## src/rtl/alu_pkg.sv

```systemverilog
// alu_pkg: shared ALU mode codes, sequencer state encoding and command record width
package alu_pkg;
  localparam logic [2:0] MODE_0 = 3'd0;
  localparam logic [2:0] MODE_1 = 3'd1;
  localparam logic [2:0] MODE_2 = 3'd2;
  localparam logic [2:0] MODE_3 = 3'd3;
  localparam logic [2:0] MODE_4 = 3'd4;
  localparam logic [2:0] MODE_5 = 3'd5;
  localparam logic [2:0] MODE_6 = 3'd6;
  localparam logic [2:0] MODE_7 = 3'd7;
  typedef enum logic [1:0] {IDLE = 2'd0, WAIT = 2'd1, HOLD = 2'd2} state_t;
  function automatic int cmd_w(input int width);
    return 3 + 3 * width;
  endfunction
endpackage

```

## src/rtl/cmd_fifo.sv

```systemverilog
// cmd_fifo: synchronous command FIFO with occupancy count; pointers wrap modulo DEPTH
module cmd_fifo #(
  parameter int WIDTH_W = 15,
  parameter int DEPTH   = 4
) (
  input  logic                         clock,
  input  logic                         reset,
  input  logic                         push,
  input  logic                         pop,
  input  logic [WIDTH_W-1:0]           din,
  output logic [WIDTH_W-1:0]           dout,
  output logic                         full,
  output logic                         empty,
  output logic [$clog2(DEPTH+1)-1:0]   count
);
  localparam int AW = $clog2(DEPTH);
  localparam int CW = $clog2(DEPTH+1);
  logic [WIDTH_W-1:0] mem_q [DEPTH];
  logic [AW-1:0] wr_ptr_q, wr_ptr_d, rd_ptr_q, rd_ptr_d;
  logic [CW-1:0] count_q, count_d;
  logic do_push, do_pop;
  assign full  = count_q == CW'(DEPTH);
  assign empty = count_q == '0;
  assign count = count_q;
  assign dout  = mem_q[rd_ptr_q];
  always_comb begin
    do_push  = push && !full;
    do_pop   = pop && !empty;
    wr_ptr_d = wr_ptr_q + AW'(do_push);
    rd_ptr_d = rd_ptr_q + AW'(do_pop);
    count_d  = count_q + CW'(do_push) - CW'(do_pop);
  end
  always_ff @(posedge clock or negedge reset) begin
    if (!reset) begin
      wr_ptr_q <= '0;
      rd_ptr_q <= '0;
      count_q  <= '0;
    end else begin
      wr_ptr_q <= wr_ptr_d;
      rd_ptr_q <= rd_ptr_d;
      count_q  <= count_d;
    end
  end
  always_ff @(posedge clock) begin
    if (do_push) mem_q[wr_ptr_q] <= din;
  end
endmodule

```

## src/rtl/alu_cmd_sequencer.sv

```systemverilog
// alu_cmd_sequencer: buffers ALU commands, issues one at a time on registered operands, captures results
module alu_cmd_sequencer
  import alu_pkg::*;
#(
  parameter int WIDTH   = 4,
  parameter int DEPTH   = 4,
  parameter int ALU_LAT = 2
) (
  input  logic                        clock,
  input  logic                        reset,
  input  logic                        cmd_valid,
  output logic                        cmd_ready,
  input  logic [2:0]                  cmd_sel,
  input  logic [WIDTH-1:0]            cmd_a,
  input  logic [WIDTH-1:0]            cmd_b,
  input  logic [WIDTH-1:0]            cmd_c,
  output logic [2:0]                  alu_select,
  output logic [WIDTH-1:0]            alu_a,
  output logic [WIDTH-1:0]            alu_b,
  output logic [WIDTH-1:0]            alu_c,
  input  logic [WIDTH-1:0]            alu_result,
  input  logic                        alu_carry,
  output logic                        res_valid,
  input  logic                        res_ready,
  output logic [WIDTH-1:0]            res_data,
  output logic                        res_carry,
  output logic                        busy,
  output logic [$clog2(DEPTH+1)-1:0]  count
);
  localparam int CW = cmd_w(WIDTH);
  localparam int LW = $clog2(ALU_LAT+1);
  logic [CW-1:0] head;
  logic full, empty, pop;
  state_t state_q, state_d;
  logic [LW-1:0] wait_q, wait_d;
  logic [2:0] sel_q, sel_d;
  logic [WIDTH-1:0] a_q, a_d, b_q, b_d, c_q, c_d, res_data_q, res_data_d;
  logic res_valid_q, res_valid_d, res_carry_q, res_carry_d;
  cmd_fifo #(.WIDTH_W(CW), .DEPTH(DEPTH)) u_fifo (
    .clock (clock),
    .reset (reset),
    .push  (cmd_valid && !full),
    .pop   (pop),
    .din   ({cmd_sel, cmd_a, cmd_b, cmd_c}),
    .dout  (head),
    .full  (full),
    .empty (empty),
    .count (count)
  );
  assign cmd_ready  = !full;
  assign busy       = state_q != IDLE;
  assign alu_select = sel_q;
  assign alu_a      = a_q;
  assign alu_b      = b_q;
  assign alu_c      = c_q;
  assign res_valid  = res_valid_q;
  assign res_data   = res_data_q;
  assign res_carry  = res_carry_q;
  always_comb begin
    state_d     = state_q;
    wait_d      = wait_q;
    {sel_d, a_d, b_d, c_d} = {sel_q, a_q, b_q, c_q};
    res_valid_d = res_valid_q;
    res_data_d  = res_data_q;
    res_carry_d = res_carry_q;
    pop         = 1'b0;
    case (state_q)
      IDLE: if (!empty) begin
        pop     = 1'b1;
        {sel_d, a_d, b_d, c_d} = head;
        wait_d  = LW'(ALU_LAT);
        state_d = WAIT;
      end
      WAIT: begin
        wait_d = wait_q - LW'(1);
        // operands have been stable ALU_LAT cycles on this edge
        if (wait_q == LW'(1)) begin
          res_data_d  = alu_result;
          res_carry_d = alu_carry;
          res_valid_d = 1'b1;
          state_d     = HOLD;
        end
      end
      HOLD: if (res_ready) begin
        res_valid_d = 1'b0;
        state_d     = IDLE;
      end
      default: state_d = IDLE;
    endcase
  end
  always_ff @(posedge clock or negedge reset) begin
    if (!reset) begin
      state_q     <= IDLE;
      wait_q      <= '0;
      sel_q       <= '0;
      a_q         <= '0;
      b_q         <= '0;
      c_q         <= '0;
      res_valid_q <= 1'b0;
      res_data_q  <= '0;
      res_carry_q <= 1'b0;
    end else begin
      state_q     <= state_d;
      wait_q      <= wait_d;
      sel_q       <= sel_d;
      a_q         <= a_d;
      b_q         <= b_d;
      c_q         <= c_d;
      res_valid_q <= res_valid_d;
      res_data_q  <= res_data_d;
      res_carry_q <= res_carry_d;
    end
  end
endmodule

```

## config.mk

```make
export PLATFORM = sky130hd
export DESIGN_NAME = alu_cmd_sequencer
export DESIGN_NICKNAME = d
export VERILOG_FILES = /design/src/rtl/alu_pkg.sv /design/src/rtl/cmd_fifo.sv /design/src/rtl/alu_cmd_sequencer.sv
export SDC_FILE = /design/constraint.sdc
export NUM_CORES = 1
export LEC_CHECK = 0
export CELL_PAD_IN_SITES_DETAIL_PLACEMENT = 0
export CELL_PAD_IN_SITES_GLOBAL_PLACEMENT = 2
export CORE_MARGIN = 2
export CORE_UTILIZATION = 33
export CTS_CLUSTER_DIAMETER = 40
export DETAILED_ROUTE_END_ITERATION = 7
export PLACE_DENSITY = 0.7
export SYNTH_ARGS = -nofsm -noshare
export SYNTH_HDL_FRONTEND = slang
export SYNTH_SLANG_ARGS = --single-unit
```

## constraint.sdc

```tcl
create_clock -name clock -period 4.5 [get_ports clock]
set_clock_uncertainty 0.1 [all_clocks]
set_input_delay 0.675 -clock clock [delete_from_list [all_inputs] [get_ports clock]]
set_output_delay 0.675 -clock clock [all_outputs]
set_load 0.01 [all_outputs]
```

==> impl_metrics.ini <==
[setup_path]
required_ns = 3.72
setup.worst_path.class = flip-flop to output pin
worst_ep_arrival_time_ns = 1.78
r2r_cells = 10
r2r_end = u_fifo.count[2]
critical_path.max_fanout = 6
startpoint_type = flip-flop
cp-end-kind = output pin
r2r-start = u_fifo.count[2]
reg2reg_slack_ns = 1.98

[synth]
synth_seq_cells = 92
synthCells = 173
synth-edff-count = 60
synthesis.area_sq_um = 3530
yosysSeqAreaShare_pct = 73.73
synth_nets = 203
avgSynthCellArea_sq_um = 20.40
async_flop_share_pct = 34.78
yosysWarnings = 0
synth_cell_type_count = 28
ys.flop_type = edfxtp_1

[drt]
num_vias = 1660
viasPerCell = 4.462
wire_per_inst_um = 15.48
ant_nets = 0
wirelength_um = 5757
drt_iter0_markers = 51
first_pass_iters = 4
drc = 0

[finish]
finish.utilization_pct = 42.10
area_delta_synth_final_pct = 23.68
diodes = 0
drive_gt1_share_pct = 24.58
nNetsFinal = 261

[pwr]
power.density_nw_per_um2 = 660.9
p_leak_uw = 0.001605
vdd_drop_max_v = 0.0002674

[sta]
max_freq_mhz = 391.6
setup_viol = 0
final.period_utilization_pct = 56.74
worst_pin_slew_ns = 1.030
fin_crit_ns = 2.553
final.setup.tns_ns = 0
rsz0062_at_grt = false
slew_headroom_pct = 31.30
slew_viol_final = 0
hold_viol_final = 0

[global_route]
grt_max_degree = 33
overflow = 0
antenna_found_initial = 0
grt_pass1_wl_um = 9025
grt.total_usage_pct = 10.96
grt_pass1_vias = 1799

[clock_network]
path_clk_slew_ns = 0.09
cts_buffers = 9
cts_root_buffer = clkbuf_8
cts_setup_buffers = 0
ctsResizeCount = 0
clkLatencyLatePin_ns = 0.35
clockBufferDepth = 2
htreeDepth = 3
cts_tree = yes
cts_sinks = 92
cts_hold_buffers = 0

[die]
die_y_um = 107.4
die_w_um = 107.4
num_rows = 37
start_util_pct = 34.04
boundaryPins = 50
dieArea_sq_um = 11540
core-area_sq_um = 10370

[place]
dp_hpwl_um = 3712
globalplace.congestion = 0.6945
io_buffers = 49

[run]
cap_violations = 0

[hold_path]
hold_class = input port to asynchronous set/reset pin

[outcome]
status = complete, no violations
## where the power goes
part / leakage (uW) / switching, uW / internal (uW) / total, uW
clock: 0.0000943 / 268 / 260 / 528
sequential: 0.000925 / 203 / 1180 / 1380
combinational: 0.000585 / 365 / 612 / 977
## cell type report
class,instances,area (sq um)
tap,136,170.2
sequential,92,2603
timing repair buffer,53,515.5
fill,957,6005
inverter,8,30.03
multi-input combinational,67,855.8
clock buffer,11,131.4
clock inverter,5,60.06
## placed cells by master, fill, tap and decap left out, types with 3 or more instances in the layout
cell type,Yosys,final
clkdlybuf4s50_1,0,48
buf_4,0,4
mux2_2,11,11
ha_1,5,5
clkbuf_8,0,9
mux2_4,9,9
inv_1,8,8
dfrtp_1,32,32
xor2_1,3,3
edfxtp_1,60,60
mux4_2,15,15
nand2_1,3,3
## kinds of logic (layout without fill, tap and decap cells)
logic type      count (synthesis)  count (layout)  synth area share [%]
simple gates                   15              15                 2.340
flops                          92              92                 73.73
compound gates                  7               7                 1.241
fa+ha+maj                       6               6                 2.340
xor+xnor                        4               4                0.9927
mux                            35              35                 16.91
buf+inv                        14              77                 2.446
## critical path, stage by stage (launching register included)
cell             delay [ns]
dfrtp_1                0.45
or3b_2                 0.48
clkdlybuf4s50_1        0.49
## metrics by stage
step	setup WS [ns]	total power (uW)	area [sq um]	std cells	hold slack [ns]
3_3_place_gp	1.900	2385	4174	356	0.3873
2_1_floorplan	2.012	1994	3530	173	0.2794
3_5_place_dp	1.893	2408	4174	356	0.3911
6_report	1.947	2885	4365	372	0.2733
5_1_grt	1.802	3073	4365	372	0.3031
4_1_cts	1.915	2940	4365	372	0.2805
## synth_stat cells, types with 2 or more instances
cell type | instances | area [sq um]
edfxtp_1 | 60 | 1802
dfrtp_1 | 32 | 800.8
mux4_2 | 15 | 337.8
mux2_2 | 11 | 123.9
mux2_4 | 9 | 135.1
inv_1 | 8 | 30.03
ha_1 | 5 | 62.56
nand2_1 | 3 | 11.26
xor2_1 | 3 | 26.28
a21oi_1 | 2 | 10.01
buf_2 | 2 | 10.01
buf_6 | 2 | 22.52
nor2_1 | 2 | 7.510
nor3_1 | 2 | 10.01
nor3b_1 | 2 | 15.01
o21ai_0 | 2 | 10.01
or2_1 | 2 | 12.51
## routing by layer
metal,global-route usage [%],part of all wire [%],vias up
met4,4.396,1.5,0
met1,11.80,41,827
met3,3.995,5.9,9
met5,0,0,-
met2,19.48,51,46
li1,-,-,778
## sequential cells by signal, indices dropped and copies added, names as in the netlist, 2 cells and up
name / count
u_fifo.count: 3
alu_a: 4
alu_b: 4
wait_q: 2
u_fifo.wr_ptr_q: 2
res_data: 4
u_fifo.mem_q: 60
alu_select: 3
u_fifo.rd_ptr_q: 2
alu_c: 4
state_q: 2
## worst max-delay path by stage
| stage | start | to | slack [ns] |
|---|---|---|---|
| 6_report | u_fifo.count[1] | cmd_ready | 1.95 |
| 5_1_grt | u_fifo.count[2] | u_fifo.count[2] | 1.80 |
| 4_1_cts | u_fifo.count[1] | cmd_ready | 1.91 |
| 3_5_place_dp | cmd_valid | u_fifo.mem_q[3][1] | 1.89 |
| 3_3_place_gp | cmd_valid | u_fifo.mem_q[3][1] | 1.90 |
| 2_1_floorplan | u_fifo.count[2] | u_fifo.mem_q[1][0] | 2.01 |
No activity file was read; power rests on OpenSTA's default activity.
==> edit 1: new RTL, same settings <==
Take the reset off `a_q`, `b_q`, `c_q` and `res_data_q` and load them in a clocked block of their own.
--- a/src/rtl/alu_cmd_sequencer.sv
+++ b/src/rtl/alu_cmd_sequencer.sv
@@ -93,23 +93,22 @@
       state_q     <= IDLE;
       wait_q      <= '0;
       sel_q       <= '0;
-      a_q         <= '0;
-      b_q         <= '0;
-      c_q         <= '0;
       res_valid_q <= 1'b0;
-      res_data_q  <= '0;
       res_carry_q <= 1'b0;
     end else begin
       state_q     <= state_d;
       wait_q      <= wait_d;
       sel_q       <= sel_d;
-      a_q         <= a_d;
-      b_q         <= b_d;
-      c_q         <= c_d;
       res_valid_q <= res_valid_d;
-      res_data_q  <= res_data_d;
       res_carry_q <= res_carry_d;
     end
   end
+
+  always_ff @(posedge clock) begin
+    a_q        <= a_d;
+    b_q        <= b_d;
+    c_q        <= c_d;
+    res_data_q <= res_data_d;
+  end
 endmodule
 
Formal check against the unedited RTL: differs if reset is asserted again (counterexample within 4 cycles, from zero or initial values and one cycle with reset low); with reset held inactive, the same outputs for 10 cycles.
==> edit 1 against the original RTL <==
Setup slack got worse by 0.24 ns; synthesized cell count fell by 9.8%; routed wire length fell by 0.97%; sequential cell count did not move; synthesized area fell by 4.1%; total power fell by 7.7%; design area fell by 2.8%; largest cell class unchanged.
==> edit 1: results (changes against the original RTL) <==
Outcome
  • Run status: completed (unchanged)

Logic synthesis
  • Unique masters post-synth: 29 (was 28)
  • Post-synthesis compound-gate area fraction: 0.0129 (was 0.0124)
  • Largest family of logic cells by synthesized area: multiplexers (unchanged)
  • Mux share of post-synthesis cell area: 0.116 (was 0.169)
  • Number of synthesized flops with an enable pin: 76 (was 60)
  • Synth Warn #: 0 (unchanged)
  • Post-synth top cells: edfxtp_1 (76), dfrtp_1 (16), mux4_2 (15) (was edfxtp_1 (60), dfrtp_1 (32), mux4_2 (15))
  • Top post-synthesis cells by area: edfxtp_1 (67%), dfrtp_1 (12%), mux4_2 (10%) (was edfxtp_1 (51%), dfrtp_1 (23%), mux4_2 (9.6%))
  • Share of synthesized registers carrying an async set or reset: 0.174 (was 0.348)
  • Post-synthesis adder-cell area fraction: 0.0244 (was 0.0234)
  • Synth Net Count: 186 (was 203)
  • Synth Flop Type: edfxtp_1 (unchanged)
  • XOR/XNOR Fraction of Synth Area: 0.0104 (was 0.00993)
  • Seq/Total Area, Yosys: 0.793 (was 0.737)

Worst setup path
  • Worst path max stage delay: 0.46 ns (was 0.49 ns)
  • CP Max Fanout: 14 (was 6)
  • CP arrival: 2.93 ns (was 1.78 ns)
  • CP max-delay cell: dfrtp_1 (was clkdlybuf4s50_1)
  • Crit path max-delay family: adder cells (was buffers and inverters)
  • Register-to-Register Path Depth: 9 (was 10)

Hold path
  • Cells on Worst Hold Path: 1
  • Tightest Hold Check Type: flip-flop to flip-flop (was input pin to async pin)

Final layout
  • Max reg flops: 60 (unchanged)
  • Fill cells: 848 (was 957)
  • Final #Nets: 245 (was 261)
  • Ant. Diodes: 0 (unchanged)
  • Largest Register: u_fifo.mem_q (unchanged)
  • Layout cells sized above 1: 0.187 (was 0.246)

Clock tree
  • CTS H-tree lvls: 3 (unchanged)
  • Post-CTS resize count: 0 (unchanged)
  • Post-CTS setup buffers: 0 (unchanged)
  • Worst-Skew Late Latency: 0.35 ns (about the same)
  • Root Buffer: clkbuf_8 (unchanged)
  • Clock Pin Slew Worst Setup and Hold Paths: 0.09 ns (about the same)
  • Num CTS Buffers: 9 (unchanged)

GRT
  • Global-route wire length before repair: 9170 µm (was 9030 µm)
  • Vias in the first global route: 1712 (was 1799)
  • Antenna violations before repair: 0 (unchanged)
  • Total track usage: 0.111 (was 0.110)
  • Largest net degree at the start of global routing: 17 (was 33)

Power
  • Max IR drop VDD: 187 µV (was 267 µV)
  • Pleak: 1.47 nW (was 1.60 nW)
  • Sw Share: 0.286 (was 0.290)

Drt
  • First-pass DRT Iterations: 4 (unchanged)
  • DRT iter0 DRCs: 52 (was 51)
  • Via count: 1584 (was 1660)
  • Total wire length: 5700 µm (was 5760 µm)

Placement
  • Placer Congestion: 0.721 (was 0.695)
  • Dpl hpwl: 3710 µm (about the same)

STA
  • Max_slew headroom: 0.343 (was 0.313)
==> edit 1: cell types whose count changed after synthesis, moves of 6 or more <==
cell and delta:
mux2_2 -10, dfrtp_1 -16, mux2_4 -6, edfxtp_1 +16
==> edit 1: per-layer routing <==
layer	routed length (µm)	up-vias	track usage
met1	2400	814	0.128
met3	184	9	0.0266
met4	118	0	0.0610
li1	-	729	-
met2	3000	32	0.191
met5	0	-	0
==> edit 1: per-stage QoR <==
| step | worst slack, ns | hold WS [ns] | area [µm²] | util | cells |
|---|---|---|---|---|---|
| after floorplan | 1.96 | 0.279 | 3380 | - | 156 |
| after global placement | 1.73 | 0.375 | 4050 | 0.411 | 337 |
| after detailed placement | 1.66 | 0.379 | 4050 | 0.411 | 337 |
| after CTS | 1.65 | 0.400 | 4240 | 0.430 | 352 |
| after global routing | 1.49 | 0.421 | 4240 | 0.430 | 352 |
| final | 1.71 | 0.395 | 4240 | 0.430 | 352 |
==> edit 1: path summary, 6_finish.rpt <==
check,start,slack (ns),end
max in group asynchronous,reset,3.17,res_valid$_DFFE_PN0P_
worst max register to register,state_q[0]$_DFFE_PN0P_,1.71,u_fifo.count[2]$_DFF_PN0_
worst max-delay path,state_q[0]$_DFFE_PN0P_,1.71,u_fifo.count[2]$_DFF_PN0_
worst min-delay path,wait_q[0]$_DFFE_PN0P_,0.39,wait_q[0]$_DFFE_PN0P_
min in group asynchronous,reset,0.65,alu_select[0]$_DFFE_PN0P_
worst min register to register,wait_q[0]$_DFFE_PN0P_,0.39,wait_q[0]$_DFFE_PN0P_
==> edit 1: cell families after synthesis <==
kind of cell,count (synthesis)
multiplexers,19
AO/OA/AOI/OAI,7
buffers and inverters,13
XOR/XNOR,4
AND/OR/NAND/NOR,15
flip-flops,92
adder cells (fa/ha/maj),6
==> edit 1: layout make-up <==
| type | count | area [µm²] | share of cell area |
|---|---|---|---|
| flip-flops and latches | 92 | 2680 | 0.632 |
| well taps | 133 | 166 | 0.0392 |
| inverters | 9 | 33.8 | 0.00796 |
| clock buffers | 9 | 124 | 0.0292 |
| multi-input cells | 51 | 656 | 0.155 |
| clock inverters | 6 | 66.3 | 0.0156 |
| repair buffers | 52 | 513 | 0.121 |
==> edit 1: power by group through the flow <==
stage / Sequential (W) / Combinational (W) / Clock [W]
final: 0.00138 / 0.000757 / 0.000529
after global routing: 0.00142 / 0.000832 / 0.000583
after CTS: 0.00139 / 0.000777 / 0.000545
after detailed placement: 0.00141 / 0.000775 / 0
after global placement: 0.00140 / 0.000762 / 0
after floorplan: 0.00135 / 0.000480 / 0
==> edit 2: new RTL, same settings <==
Made on the original files. Set the parameter `ALU_LAT` to 4 (it was 2).
--- a/src/rtl/alu_cmd_sequencer.sv
+++ b/src/rtl/alu_cmd_sequencer.sv
@@ -4,7 +4,7 @@
 #(
   parameter int WIDTH   = 4,
   parameter int DEPTH   = 4,
-  parameter int ALU_LAT = 2
+  parameter int ALU_LAT = 4
 ) (
   input  logic                        clock,
   input  logic                        reset,
Check against the original RTL: not equivalent (Yosys sat finds a counterexample within 10 cycles, from zero or initial values and one cycle with reset low).
==> edit 2 against the original RTL <==
Synthesized area grew 3.2%; worst hold slack improved by 0.0058 ns; total power increased by 3.4%; critical path depth unchanged; sequential cell count rose by 1; core utilization fell by 0.39 points; setup slack gained 0.0057 ns; clock power increased by 8.1%; routed wire length rose by 6.7%; design area increased by 3.1%.
==> edit 2: results (changes against the original RTL) <==
Placement
  • Dpl hpwl: 3740 µm (was 3710 µm)
  • Placer Congestion: 0.689 (was 0.695)
  • Placed inst area: 0.00430 mm² (was 0.00417 mm²)
  • Inst Count DP: 366 (was 356)

Final layout
  • Area of the multi-input gates: 960 µm² (was 856 µm²)
  • Clock buf/inv share: 0.0456 (was 0.0439)
  • Design area: 0.00450 mm² (was 0.00437 mm²)
  • Non-filler cells, final: 382 (was 372)
  • Non-clk buf share: 0.115 (was 0.118)
  • Register area: 0.00263 mm² (was 0.00260 mm²)
  • Sequential cell count: 93 (was 92)
  • Final #Nets: 266 (was 261)
  • Comb_multi_in: 75 (was 67)

Drt
  • Routed length per instance: 16.1 µm (was 15.5 µm)
  • Via count: 1737 (was 1660)
  • M1 wire length: 2810 µm (was 2390 µm)
  • Met2 wire length: 2970 µm (was 2950 µm)
  • DRT iter0 DRCs: 50 (was 51)

Logic synthesis
  • Post-synthesis compound-gate area fraction: 0.00928 (was 0.0124)
  • XOR/XNOR Fraction of Synth Area: 0.0144 (was 0.00993)
  • Mux share of post-synthesis cell area: 0.170 (was 0.169)
  • Top post-synthesis cells by area: edfxtp_1 (49%), dfrtp_1 (23%), mux4_1 (5.0%) (was edfxtp_1 (51%), dfrtp_1 (23%), mux4_2 (9.6%))
  • Share of synthesized registers carrying an async set or reset: 0.355 (was 0.348)
  • Post-synth top cells: edfxtp_1 (60), dfrtp_1 (33), mux2_2 (12) (was edfxtp_1 (60), dfrtp_1 (32), mux4_2 (15))
  • Post-synthesis adder-cell area fraction: 0.0192 (was 0.0234)
  • Syn_area_per_cell: 20.5 µm² (was 20.4 µm²)
  • Synth Net Count: 207 (was 203)

Worst setup path
  • Register-to-Register Path Depth: 7 (was 10)
  • Crit path max-delay family: simple AND/OR/NAND/NOR gates (was buffers and inverters)
  • CP max-delay cell: or3b_2 (was clkdlybuf4s50_1)

Power
  • Sw Share: 0.302 (was 0.290)
  • Clk. pwr: 0.000571 W (was 0.000528 W)
  • Max IR drop VDD: 242 µV (was 267 µV)
  • Pleak: 1.63 nW (was 1.60 nW)

Outcome
  • Run status: completed (unchanged)

GRT
  • Vias in the first global route: 1819 (was 1799)
  • Met3 Resource Use GR: 0.0341 (was 0.0400)
  • Global-route wire length before repair: 9860 µm (was 9030 µm)
  • Largest net degree at the start of global routing: 34 (was 33)
  • Met2 GRT Util: 0.182 (was 0.195)

STA
  • Max Clk Rate: 393 MHz (was 392 MHz)
-- edit 2: cell count changes in the layout (fill, tap and decap cells not counted), moves of 2 or more --
cell,before,now
a21oi_1,2,0
or2_1,2,0
mux4_2,15,8
inv_1,8,5
xnor2_1,1,4
clkbuf_1,2,0
inv_8,0,2
nand3b_1,0,3
o21ai_0,2,4
mux4_1,0,7
nand2b_1,0,3
-- edit 2: worst min path at each step --
stage / cells past startpoint / endpoint / slack, ns / startpoint
global route: 1 / alu_b[0]$_DFFE_PN0P_ / 0.35 / reset
global placement: 1 / res_valid$_DFFE_PN0P_ / 0.36 / res_valid$_DFFE_PN0P_
CTS: 1 / alu_b[1]$_DFFE_PN0P_ / 0.31 / reset
floorplan: 0 / alu_a[0]$_DFFE_PN0P_ / 0.28 / reset
detailed placement: 1 / res_valid$_DFFE_PN0P_ / 0.37 / res_valid$_DFFE_PN0P_
finish: 1 / alu_b[1]$_DFFE_PN0P_ / 0.28 / reset
